## src/rtl/weight_loader_pkg.sv

```systemverilog
// Shared constants and types for the framed weight-load receiver.
// Holds the sync byte, the error encodings and the parser state set.
package weight_loader_pkg;

  localparam int unsigned DEFAULT_DATA_WIDTH = 16;
  localparam logic [7:0]  SYNC_BYTE          = 8'hA5;

  typedef enum logic [1:0] {
    ERR_NONE    = 2'd0,
    ERR_RANGE   = 2'd1,
    ERR_CSUM    = 2'd2,
    ERR_TIMEOUT = 2'd3
  } err_code_t;

  typedef enum logic [2:0] {
    S_IDLE,
    S_ADDR,
    S_COUNT,
    S_DATA,
    S_CSUM
  } state_t;

endpackage

```

## src/rtl/weight_loader_timeout.sv

```systemverilog
// Inter-byte idle watchdog for frames in progress.
// Counts idle clocks while enabled; a kick clears it.
module weight_loader_timeout #(
  parameter int unsigned TIMEOUT_CYCLES = 100000
) (
  input  logic clk,
  input  logic rst_n,
  input  logic enable,
  input  logic kick,
  output logic expired
);

  localparam int unsigned CW = $clog2(TIMEOUT_CYCLES + 1);

  logic [CW-1:0] cnt;

  always_ff @(posedge clk or negedge rst_n) begin
    if (!rst_n) begin
      cnt <= '0;
    end else if (!enable || kick) begin
      cnt <= '0;
    end else if (cnt != CW'(TIMEOUT_CYCLES)) begin
      cnt <= cnt + CW'(1);
    end
  end

  // Fires on the idle clock whose edge brings the count to TIMEOUT_CYCLES.
  assign expired = enable && !kick && (cnt == CW'(TIMEOUT_CYCLES - 1));

endmodule

```

## src/rtl/weight_loader.sv

```systemverilog
// Parses the SYNC/ADDR/COUNT/data/CSUM byte stream from the UART receiver
// and writes little-endian assembled words into the weight memory.
module weight_loader
  import weight_loader_pkg::*;
#(
  parameter int unsigned DATA_WIDTH     = DEFAULT_DATA_WIDTH,
  parameter int unsigned MEM_DEPTH      = 64,
  parameter int unsigned TIMEOUT_CYCLES = 100000
) (
  input  logic                         clk,
  input  logic                         rst_n,
  input  logic                         rx_valid,
  input  logic [7:0]                   rx_data,
  output logic                         write_en,
  output logic [7:0]                   write_addr,
  output logic signed [DATA_WIDTH-1:0] write_data,
  output logic                         busy,
  output logic                         load_done,
  output logic                         load_error,
  output logic [1:0]                   err_code
);

  localparam int unsigned BYTES = DATA_WIDTH / 8;

  state_t                state;
  logic [7:0]            start_addr;
  logic [7:0]            word_total;
  logic [7:0]            word_idx;
  logic [7:0]            byte_idx;
  logic [7:0]            csum;
  logic [DATA_WIDTH-1:0] asm_word;
  logic [DATA_WIDTH-1:0] next_word;
  logic [8:0]            range_end;
  logic                  expired;

  weight_loader_timeout #(
    .TIMEOUT_CYCLES(TIMEOUT_CYCLES)
  ) u_timeout (
    .clk    (clk),
    .rst_n  (rst_n),
    .enable (state != S_IDLE),
    .kick   (rx_valid),
    .expired(expired)
  );

  // LS byte arrives first, so each new byte enters at the top and shifts down.
  always_comb begin
    next_word = (asm_word >> 8) | (DATA_WIDTH'(rx_data) << (DATA_WIDTH - 8));
    range_end = {1'b0, start_addr} + {1'b0, rx_data};
  end

  assign busy = (state != S_IDLE);

  always_ff @(posedge clk or negedge rst_n) begin
    if (!rst_n) begin
      state      <= S_IDLE;
      start_addr <= '0;
      word_total <= '0;
      word_idx   <= '0;
      byte_idx   <= '0;
      csum       <= '0;
      asm_word   <= '0;
      write_en   <= 1'b0;
      write_addr <= '0;
      write_data <= '0;
      load_done  <= 1'b0;
      load_error <= 1'b0;
      err_code   <= ERR_NONE;
    end else begin
      write_en   <= 1'b0;
      load_done  <= 1'b0;
      load_error <= 1'b0;
      if (expired) begin
        state      <= S_IDLE;
        load_error <= 1'b1;
        err_code   <= ERR_TIMEOUT;
      end else if (rx_valid) begin
        case (state)
          S_IDLE: begin
            if (rx_data == SYNC_BYTE) begin
              state    <= S_ADDR;
              csum     <= '0;
              byte_idx <= '0;
              word_idx <= '0;
              err_code <= ERR_NONE;
            end
          end
          S_ADDR: begin
            start_addr <= rx_data;
            csum       <= csum ^ rx_data;
            state      <= S_COUNT;
          end
          S_COUNT: begin
            csum <= csum ^ rx_data;
            if (rx_data == 8'd0 || range_end > 9'(MEM_DEPTH)) begin
              state      <= S_IDLE;
              load_error <= 1'b1;
              err_code   <= ERR_RANGE;
            end else begin
              word_total <= rx_data;
              state      <= S_DATA;
            end
          end
          S_DATA: begin
            csum     <= csum ^ rx_data;
            asm_word <= next_word;
            if (byte_idx == 8'(BYTES - 1)) begin
              byte_idx   <= '0;
              write_en   <= 1'b1;
              write_addr <= start_addr + word_idx;
              write_data <= next_word;
              word_idx   <= word_idx + 8'd1;
              if (word_idx == word_total - 8'd1) state <= S_CSUM;
            end else begin
              byte_idx <= byte_idx + 8'd1;
            end
          end
          S_CSUM: begin
            state <= S_IDLE;
            if (rx_data == csum) begin
              load_done <= 1'b1;
              err_code  <= ERR_NONE;
            end else begin
              load_error <= 1'b1;
              err_code   <= ERR_CSUM;
            end
          end
          default: state <= S_IDLE;
        endcase
      end
    end
  end

endmodule

```

## config.mk

```make
export PLATFORM = sky130hd
export DESIGN_NAME = weight_loader
export DESIGN_NICKNAME = d
export VERILOG_FILES = /design/src/rtl/weight_loader_pkg.sv /design/src/rtl/weight_loader_timeout.sv /design/src/rtl/weight_loader.sv
export SDC_FILE = /design/constraint.sdc
export NUM_CORES = 1
export LEC_CHECK = 0
export CORE_MARGIN = 3
export CORE_UTILIZATION = 60
export DETAILED_ROUTE_END_ITERATION = 8
export GPL_TIMING_DRIVEN = 0
export PLACE_DENSITY = 0.92
export SKIP_LAST_GASP = 1
export SLEW_MARGIN = 40
export SYNTH_ARGS = -nofsm -noshare
export SYNTH_HDL_FRONTEND = slang
export SYNTH_SLANG_ARGS = --single-unit
```

## constraint.sdc

```tcl
create_clock -name clk -period 6 [get_ports clk]
set_input_delay 1.8 -clock clk [delete_from_list [all_inputs] [get_ports clk]]
set_output_delay 1.8 -clock clk [all_outputs]
set_load 0.005 [all_outputs]
```

Yosys cells after proc, flatten, opt, wreduce, memory -nomap -nowiden --
Index checks and enable logic that the tools add are counted.
Storage, ports and cells: flip-flop bits (word level) 105, latch bits 0, RAM bits 0, ROM bits 0, input bits 11, output and inout bits 30, word-level logic and storage cells 99, memories 0
Operators by class: add/subtract/negate cells 6, multiply operators 0, divide/modulo/power cells 0, $lt $le $gt $ge 1, equal/unequal tests 16, shift operators 0, muxes and demuxes 34, bitwise operators 4, reduce and logical (&&, ||, !) cells 24
Operator list (count):
- 8-bit case mux with 2 select lines | 3
- 17-bit 2-to-1 mux | 2
- 8-bit 2-to-1 mux | 3
- 4-bit AND reduction | 6
- 17-bit by 1-bit adder with 17-bit output, second input constant | 1
- 17-bit == test, second input constant | 1
- 17-bit inequality test, second input constant | 1
- 8-bit by 1-bit adder with 8-bit output, second input constant | 2
- 8-bit == test | 2
- 8-bit by 16-bit bitwise OR with 16-bit output | 1
- 3-bit 2-to-1 mux | 5
- 1-bit 2-to-1 mux | 12
- 2-bit 2-to-1 mux | 6
- 3-bit inequality test, second input constant | 4
- 3-bit case mux with 4 select lines | 1
- 8-bit by 8-bit adder with 9-bit output | 1
- 9-bit by 7-bit > comparator with 1-bit output, second input constant | 1
- 8-bit adder | 1
- 8-bit by 1-bit == test with 1-bit output, second input constant | 1
- 8-bit == test, second input constant | 1
- 8-bit logical NOT | 1
- 2-bit nonzero test | 4
- 8-bit by 1-bit subtractor with 8-bit output, second input constant | 1
- 8-bit XOR | 1
- other kinds (16) | 23

Logic depth before layout (Yosys ltp) --
Gate-level depths: netlist of the first run.
word-level depth 7, gate-level depth with buffers 9

Hierarchy --
From an unflattened synthesis of the first run, not the netlist that was laid out.
Unflattened totals: cells, all modules 554, area, all modules 5466.5 µm²
Modules (own cells, without submodules):
- weight_loader | times used 1, cells an instance 456, area an instance 4503.1 µm², sequential area each 2001.9 µm²
- weight_loader_timeout | times used 1, cells an instance 98, area an instance 963.4 µm², sequential area each 425.4 µm²

Least setup slack after synthesis of the first run --
OpenSTA, ideal clock, no wires.
path kind input -> register, start point in rx_data[0], end point reg word_total[0], setup time 0.128 ns, arrival time 3.806 ns, data required time 5.872 ns, slack 2.066 ns, stages on the path 8, buffers on the path 0, cell sequence ha_1 > fa_1 > xor2_1 > a2111oi_0 > o21a_1 > a32o_1 > nand4_4 > mux2_1
Between the ends: longest elaborated chain between the ends 5, elaborated cells on any way between the ends 6, those cells by class 1 x add/sub; 1 x order compare; 1 x bitwise; 3 x reduce/logical
Ends and longest elaborated chain:
- start: declaration | RTL line weight_loader.sv:13 | input logic [7:0] rx_data,
- 8-bit by 8-bit adder with 9-bit output | RTL line weight_loader.sv:49 | range_end = {1'b0, start_addr} + {1'b0, rx_data};
- 9-bit by 7-bit > comparator with 1-bit output | RTL line weight_loader.sv:95 | if (rx_data == 8'd0 || range_end > 9'(MEM_DEPTH)) begin
- 1-bit logical OR | RTL line weight_loader.sv:95
- 1-bit NOT (no source line)
- 4-bit AND reduction (no source line)
- end signal: assignment | RTL line weight_loader.sv:100 | word_total <= rx_data;
- end: declaration | RTL line weight_loader.sv:27 | logic [7:0] word_total;
Parallel ways exist; a longest one is shown, timed or not. A chain may end at the register's enable or synchronous reset.

Worst setup path in the final report of the first run --
start point in rx_data[0], end point reg word_total[6]
Between the ends: longest elaborated chain between the ends 5, elaborated cells on any way between the ends 6, those cells by class 1 x add/sub; 1 x order compare; 1 x bitwise; 3 x reduce/logical
Ends and longest elaborated chain (RTL line):
- 8-bit by 8-bit adder with 9-bit output | weight_loader.sv:49
- 9-bit by 7-bit > comparator with 1-bit output | weight_loader.sv:95
- 1-bit logical OR (*) | weight_loader.sv:95
- 1-bit NOT (no source line) (*)
- 4-bit AND reduction (no source line) (*)
Mark *: on every way between the ends. The rest lies on a longest branch, timed or not.

==> results of run 1 <==
state kept, by name, summed over array words and instances (netlist names):
name	cells
load_done	1
u_timeout.cnt	17
csum	8
asm_word	8
start_addr	8
word_idx	8
word_total	8
write_data	16
write_en	1
state	3
load_error	1
err_code	2
write_addr	8
byte_idx	8
how the worst min path moves through the flow:
stage               endpoint  depth (start not counted)         start
4_1_cts        write_data[2]                          2  asm_word[10]
3_5_place_dp   write_data[2]                          2  asm_word[10]
3_3_place_gp   write_data[3]                          2  asm_word[11]
2_1_floorplan  write_data[0]                          2   asm_word[8]
5_1_grt        write_data[1]                          2   asm_word[9]
6_report       write_data[2]                          2  asm_word[10]
placed cells by master, fill, tap and decap left out, types with 3 or more instances in the layout:
master,netlist,final
sky130_fd_sc_hd__dfrtp_1,97,97
sky130_fd_sc_hd__nand2_1,68,68
sky130_fd_sc_hd__nor2_1,48,48
sky130_fd_sc_hd__clkdlybuf4s50_1,0,39
sky130_fd_sc_hd__o21ai_0,33,33
sky130_fd_sc_hd__nand3_1,24,24
sky130_fd_sc_hd__mux2_2,24,24
sky130_fd_sc_hd__xnor2_1,22,22
sky130_fd_sc_hd__o21ai_1,22,22
sky130_fd_sc_hd__ha_1,21,21
sky130_fd_sc_hd__inv_1,16,16
sky130_fd_sc_hd__a21oi_1,16,16
sky130_fd_sc_hd__clkbuf_1,12,12
sky130_fd_sc_hd__xor2_1,11,11
sky130_fd_sc_hd__and3_1,11,11
sky130_fd_sc_hd__nand2b_1,10,10
sky130_fd_sc_hd__nor3_1,10,10
sky130_fd_sc_hd__nand4_1,9,9
sky130_fd_sc_hd__clkbuf_8,0,9
sky130_fd_sc_hd__mux2_1,8,8
sky130_fd_sc_hd__o31ai_1,7,7
sky130_fd_sc_hd__or3_1,5,5
sky130_fd_sc_hd__o21a_1,5,5
sky130_fd_sc_hd__mux2i_1,4,4
sky130_fd_sc_hd__buf_2,3,3
sky130_fd_sc_hd__a21o_1,3,3
sky130_fd_sc_hd__a31oi_1,3,3
sky130_fd_sc_hd__clkinv_8,0,3
through the flow:
stage	setup TNS, ns	worst slack (ns)	instance area (sq um)	util [%]	instances
4_1_cts	0	1.75	6040	72.1	701
6_report	0	1.71	6040	72.1	701
3_5_place_dp	0	1.34	5830	69.6	685
2_1_floorplan	0	2.07	5270	-	539
5_1_grt	0	1.54	6040	72.1	701
3_3_place_gp	-25.10	-0.266	5800	69.2	684
worst max-delay path, delay by kind of cell:
family / cells / cell delay [ns]
xor+xnor: 1 / 0.16
fa+ha+maj: 2 / 0.67
buf+inv: 1 / 0.42
compound gates: 3 / 0.89
mux: 1 / 0.38
simple gates: 1 / 0.23
power breakdown:
part           switching, mW  leakage, nW  internal, mW  total (mW)
sequential             0.184         1.27         0.864        1.05
combinational          0.558         1.22         0.543        1.10
clock                  0.267        0.101         0.167       0.434
total                   1.01         2.58          1.57        2.58
final cells by class:
type	instances	area share, %
Multi-Input combinational cell	407	44.7
Sequential cell	97	40.2
Timing Repair Buffer	41	7.11
Tap cell	105	2.18
Clock buffer	9	2.05
Clock inverter	7	1.41
Buffer	18	1.31
Inverter	17	1.06
layer usage:
metal | up-vias | wire (microns)
li1 | 2019 | -
met1 | 2105 | 4780
met2 | 185 | 6130
met3 | 50 | 740
met4 | 0 | 442
met5 | - | 0
cell families (layout without fill, tap and decap cells):
family	after synthesis	after routing	share of synthesized area, %
AND/OR/NAND/NOR	208	208	19.3
AO/OA/AOI/OAI	107	107	13.2
flip-flops	97	97	46.1
multiplexers	36	36	7.60
buffers and inverters	35	92	2.71
XOR/XNOR	33	33	5.48
adder cells (fa/ha/maj)	23	23	5.75
==> results.txt, run 1 <==
- Clock transition at path regs: 0.11 ns
- Post-CTS setup-driven buffer insertion count: 0
* Last element of the critical path: word_total[6]
* Global-route total usage across every layer: 25.3%
* Initial DRT Pass Iterations: 5
- Peak clock frequency supported by timing: 0.233 GHz
- Overall power consumption: 2.58 mW
- Clock latency of the later-clocked register in the worst-skew pair: 0.38 ns
- Core Box Area: 8380 sq um
- Synthesis instantiated 56 different standard cells from the library.
* Post-route worst hold slack: 0.486 ns
- Leakage: 2.58 nW
* Master cell of the clock root buffer: sky130_fd_sc_hd__clkbuf_8
* CP Class: input pin to register
- The final-report max-slew violation count is 0.
* Number of instances in the synthesized netlist: 539
- For the pin with the worst max-slew slack, the measured transition is 0.724 ns.
- Setup repair after global routing left no endpoint under its margin.
- Met2 track demand over resource: 44.4%
- Synthesis inferred 97 register bits.
* Async S/R FF share, synth: 100%
- The number of clock buffers added by TritonCTS is 9.
* Diodes inserted: 0
- For this design, the CTS-stage hold fixing added 0 buffers.
* Net count, final: 625
- Half-perimeter wire length after detailed placement: 8.85 mm
* Final Wtd Congestion: 0.871
- For the final database, setup skew stands at 0.0143 ns.
* Average wire per standard cell: 17.2 microns
- Summing every instance area after synthesis gives 5270 sq um.
* Peak ir drop on the vdd network: 255 uV
- For this run the aggregate overflow at the end of global routing stands at 0.
- In this design, the stage delay of the slowest critical-path cell is 0.42 ns.
- Maximum number of pins on one net before global-route repair: 51
* Ordered cell list for the critical path: clkdlybuf4s50_1, ha_1, fa_1, xor2_1, a2111oi_0, o21a_1, a32o_1, nand4_4, mux2_1
- met2 is the most crowded layer.
- Yosys mapped a number of flops with a built-in enable equal to 0.
- The worst setup path is captured at a register.
* Number of sinks handled by clock tree synthesis: 97
- Worst path slowest cell: sky130_fd_sc_hd__clkdlybuf4s50_1
- The largest total area in the synthesized netlist belongs to sky130_fd_sc_hd__dfrtp_1.
- CTS tree: yes
- Among all flip-flop cells after synthesis, the most frequent one is sky130_fd_sc_hd__dfrtp_1.
- After detailed routing, the number of remaining DRC violations is 0.
- After synthesis, flip-flops and latches occupy 46.1% of the total area.
* Met3 Use GR: 4.49%
* Initial core utilization: 62.9%
- Number of endpoints with negative hold slack in the final report: 0
* Result of the run: finished, final reports clean
* Antenna violations before repair: 0
- The number of global-route vias before repair came to 4297.
- Power density relative to cell area: 428 nW/um^2
- Subtracting the final worst setup slack from the clock period gives 4.29 ns.
- The worst pin sits at a relative slew slack of 51.3%.
- Deepest level of the CTS H-tree: 3
- The area growth from synthesis to layout is 14.6%.
* Filler cells: 600
- The first global-routing pass estimated 20.1 mm of wire.
* Critical path data required time: 6.26 ns
- Depth of the worst register-to-register path: 8
* Mean post-synth cell area: 9.78 sq um
* Post-cts resize count: 0
* DR iter-0 viols: 291
* Multi-input gate area in the final layout: 2700 sq um
- Dominant cells by area after synthesis: sky130_fd_sc_hd__dfrtp_1 (46%), sky130_fd_sc_hd__mux2_2 (5.1%), sky130_fd_sc_hd__ha_1 (5.0%), sky130_fd_sc_hd__nand2_1 (4.8%), sky130_fd_sc_hd__xnor2_1 (3.7%)
- Setup violations remaining at the end of the flow were counted as 0.
* Reg-to-reg critical path endpoint: word_total[6]
* Horizontal extent of the die: 99.7 microns
* CP Launch Point: rx_data[0]
- The sequential cells in the finished layout cover a total of 2430 sq um.
- From bottom edge to top edge, the die measures 99.7 microns.
- Classification of the worst-slack hold path: register to register
* Share of the clock period used by the worst path: 71.4%
- Yosys top cell area share: 46.1%
- Data arrival time at the worst-slack endpoint: 4.55 ns
* Die Outline Area: 9940 sq um
- Of the cells placed in the final design, the portion with a size suffix greater than 1 is 9.90%.
- By instance count, the leading cell after synthesis is sky130_fd_sc_hd__dfrtp_1.
- The final layout contains routed wiring with a total length of 12.1 mm.
* Startpoint kind of the worst setup timing path: input pin
* Syn_nets: 573
- Core Rows: 33
- The detailed router placed 4359 vias in this run.
* Critical path fanouts, max: 8
* Ranking of synthesized cells by instance count: sky130_fd_sc_hd__dfrtp_1 (97), sky130_fd_sc_hd__nand2_1 (68), sky130_fd_sc_hd__nor2_1 (48)
* Residual antenna-violating net count after detailed routing: 0
- Reg2reg start: start_addr[0]
- The longest clock path from root to sink contains 2 buffers.
- Global routing used 31.0% of the available met1 tracks.
- Port Buf Inserts: 40
* Vias per inst: 6.22
- During synthesis, Yosys emitted a total of 0 warnings.
- Across the run, the number of max-cap violations was 0.
* Minimum setup slack among reg-to-reg paths: 3.15 ns
* I/O Pins: 41
Power figures use the tool's default switching activity.
==> run 2, diff against run 1 <==
CORE_UTILIZATION = 59   (was 60)
PLACE_DENSITY = 0.91   (was 0.92)
clock period = 4.15 ns   (was 6 ns; I/O delays follow)
==> run 2 against run 1 <==
Sequential power is 44% higher; via count up 0.16%; setup slack lost 1.4 ns; global-route usage up 0.19 points; utilization shrank 0.26 points; register-to-register slack lost 2.0 ns; critical endpoint unchanged; final cell count is the same; sequential share of layout area about the same.
==> results.txt, run 2 (synthesized netlist as in run 1, its figures left out) <==
* Crit path capture type: register
- Initial core utilization: 62.6%
- In the final layout, the registers with the most flip-flops are u_timeout.cnt: 17 flops, write_data: 16 flops.
- Setup TNS: 0 ns
- The floorplan step defined a core boundary enclosing 8420 sq um.
* Placed standard-cell area: 5830 sq um
- Clock-pin slew was measured on the worst setup and hold paths at 0.10 ns.
- For this run, the top clock speed supported by timing is 0.259 GHz.
- Half-perimeter wire length after detailed placement: 8.81 mm
- Setup-violating endpoint count in the final report: 0
- After clock tree synthesis, the repair step resized 0 gates.
- Master cell of the clock root buffer: sky130_fd_sc_hd__clkbuf_8
- Total number of vias: 4366
* Deepest level of the CTS H-tree: 3
- Data arrival time at the worst-slack endpoint: 4.12 ns
* CTS buffer count: 9
- Counting I/O delays and the setup requirement, the final critical path takes 3.85 ns.
- The final-report max-slew violation count came to 0.
* Number of sinks handled by clock tree synthesis: 97
- The run finished with clean final reports.
- Wire length of the first global-routing pass: 20.5 mm
* Max capacitance violation total: 0
- Setup repair after global routing left no endpoint under its margin.
- Die Ht: 101 microns
- Leakage: 2.60 nW
- The finished cells cover 6050 sq um.
- From synthesis to final layout, the design area changed by 14.7%.
- Largest register by flop count: u_timeout.cnt
- Summing all multi-input logic gate instances after layout gives 2700 sq um.
- Across the routed clock network, the largest skew measured is 0.00810 ns.
* Classification of the worst-slack hold path: register to register
- The worst path meets setup with 0.296 ns of slack.
- Wires add up to 12.3 mm.
- Average wire per standard cell: 17.5 microns
* I/O Pins: 41
* Area taken by flip-flops and latches: 2430 sq um
* Number of endpoints with negative hold slack in the final report: 0
- Filler cells: 601
* Post-route worst hold slack: 0.485 ns
* Worst-margin pin slew: 0.740 ns
- Peak ir drop on the vdd network: 404 uV
* Port Buf Inserts: 40
- Routability-driven placement finished with a final weighted congestion of 0.909.
- CTS tree: yes
- In this run, post-CTS hold repair placed 0 buffers.
* Buffer depth of the longest clock path: 2
* Critical path data required time: 4.42 ns
- At the placement stage, the worst setup path has a slack of -0.0249 ns.
- Commonest cells after routing, fill and taps aside: sky130_fd_sc_hd__dfrtp_1 (97), sky130_fd_sc_hd__nand2_1 (68), sky130_fd_sc_hd__nor2_1 (48)
- Across all register-to-register paths, the minimum setup slack is 1.19 ns.
- Of all nets on the critical path, the largest fanout is 8.
- From left edge to right edge, the die measures 101 microns.
- Maximum number of pins on one net before global-route repair: 63
- Global routing finished with a remaining overflow of 0.
- For the worst-skew pair, the clock arrives at the later sink with an insertion delay of 0.38 ns.
- In the finished design, the share of the clock period the worst path needs comes to 92.9%.
- The register with the most flip-flops in the layout has 17 of them.
* Via count of the first global-routing pass: 4387
- The detail route stage leaves a number of antenna-violating nets equal to 0.
* Worst slew margin relative to its limit: 50.2%
- Leaving out fill and tap cells, the most frequent cell in the layout is sky130_fd_sc_hd__dfrtp_1.
- Using the TritonRoute via totals, the vias-per-cell ratio works out to 6.23.
* Post-CTS setup-driven buffer insertion count: 0
- By startpoint and endpoint, the worst setup path is classified as input pin to register.
- The first detailed-routing pass took 5 iterations.
- In this run the power density over the cells is 627 nW/um^2.
- Global routing consumed, over all layers together, 25.5% of the routing resources.
- Ratio of cells with drive above 1 in the final layout: 9.90%
* DR iter-0 viols: 242
* Core Rows: 33
* Antenna violations before repair: 0
- The floorplan step defined a die boundary enclosing 10100 sq um.
- STA classifies the critical path startpoint as an input pin.
- The number of antenna diodes in the final layout is 0.
- Total DRC errors in the routed layout: 0
- Net count, final: 625
==> run 2: cell types whose count changed in the layout (fill, tap and decap cells not counted), sizes merged <==
| cell | change |
|---|---|
| inv | +2 |
| clkinvlp | -1 |
| bufinv | +1 |
| clkinv | -2 |
==> run 2: stage by stage <==
stage               power, mW  cells  utilization [%]
detailed placement       3.10    685             69.2
CTS                      3.78    701             71.8
global placement         2.98    684             68.9
finish                   3.79    701             71.8
global route             4.04    701             71.8
floorplan                2.50    539                -
==> run 2: area by class of cell <==
class / instances / area share (%)
Inverter: 17 / 1.06
Timing Repair Buffer: 41 / 7.10
Clock buffer: 9 / 2.05
Clock inverter: 7 / 1.53
Sequential cell: 97 / 40.1
Multi-Input combinational cell: 407 / 44.7
Buffer: 18 / 1.30
Tap cell: 105 / 2.17
==> run 2: power by group <==
| part | switching (mW) | internal (mW) | total (mW) |
|---|---|---|---|
| Combinational | 0.815 | 0.786 | 1.60 |
| Clock | 0.377 | 0.299 | 0.676 |
| Sequential | 0.263 | 1.25 | 1.51 |
| Total | 1.46 | 2.33 | 3.79 |
==> run 2: worst paths after layout <==
kind,depth (start not counted),from,end
worst max-delay path,9,rx_data[0],word_total[6]
worst max register to register,8,start_addr[0],word_total[6]
max in group asynchronous,2,rst_n,word_total[7]
worst min-delay path,2,asm_word[10],write_data[2]
min in group asynchronous,1,rst_n,write_addr[3]
worst min register to register,2,asm_word[10],write_data[2]
==> run 2: metal layers <==
metal  GRT usage, %  part of all wire [%]
met5              0                     0
met4           12.6                   3.8
met3           5.95                   4.9
met2           42.6                    50
met1           31.0                    41
==> run 2: critical path, cell delays in order <==
cell                              delay [ns]
sky130_fd_sc_hd__clkdlybuf4s50_1        0.42
sky130_fd_sc_hd__ha_1                   0.24
sky130_fd_sc_hd__fa_1                   0.40
sky130_fd_sc_hd__xor2_1                 0.16
sky130_fd_sc_hd__a2111oi_0              0.53
sky130_fd_sc_hd__o21a_1                 0.21
sky130_fd_sc_hd__a32o_1                 0.31
sky130_fd_sc_hd__nand4_4                0.22
sky130_fd_sc_hd__mux2_1                 0.38
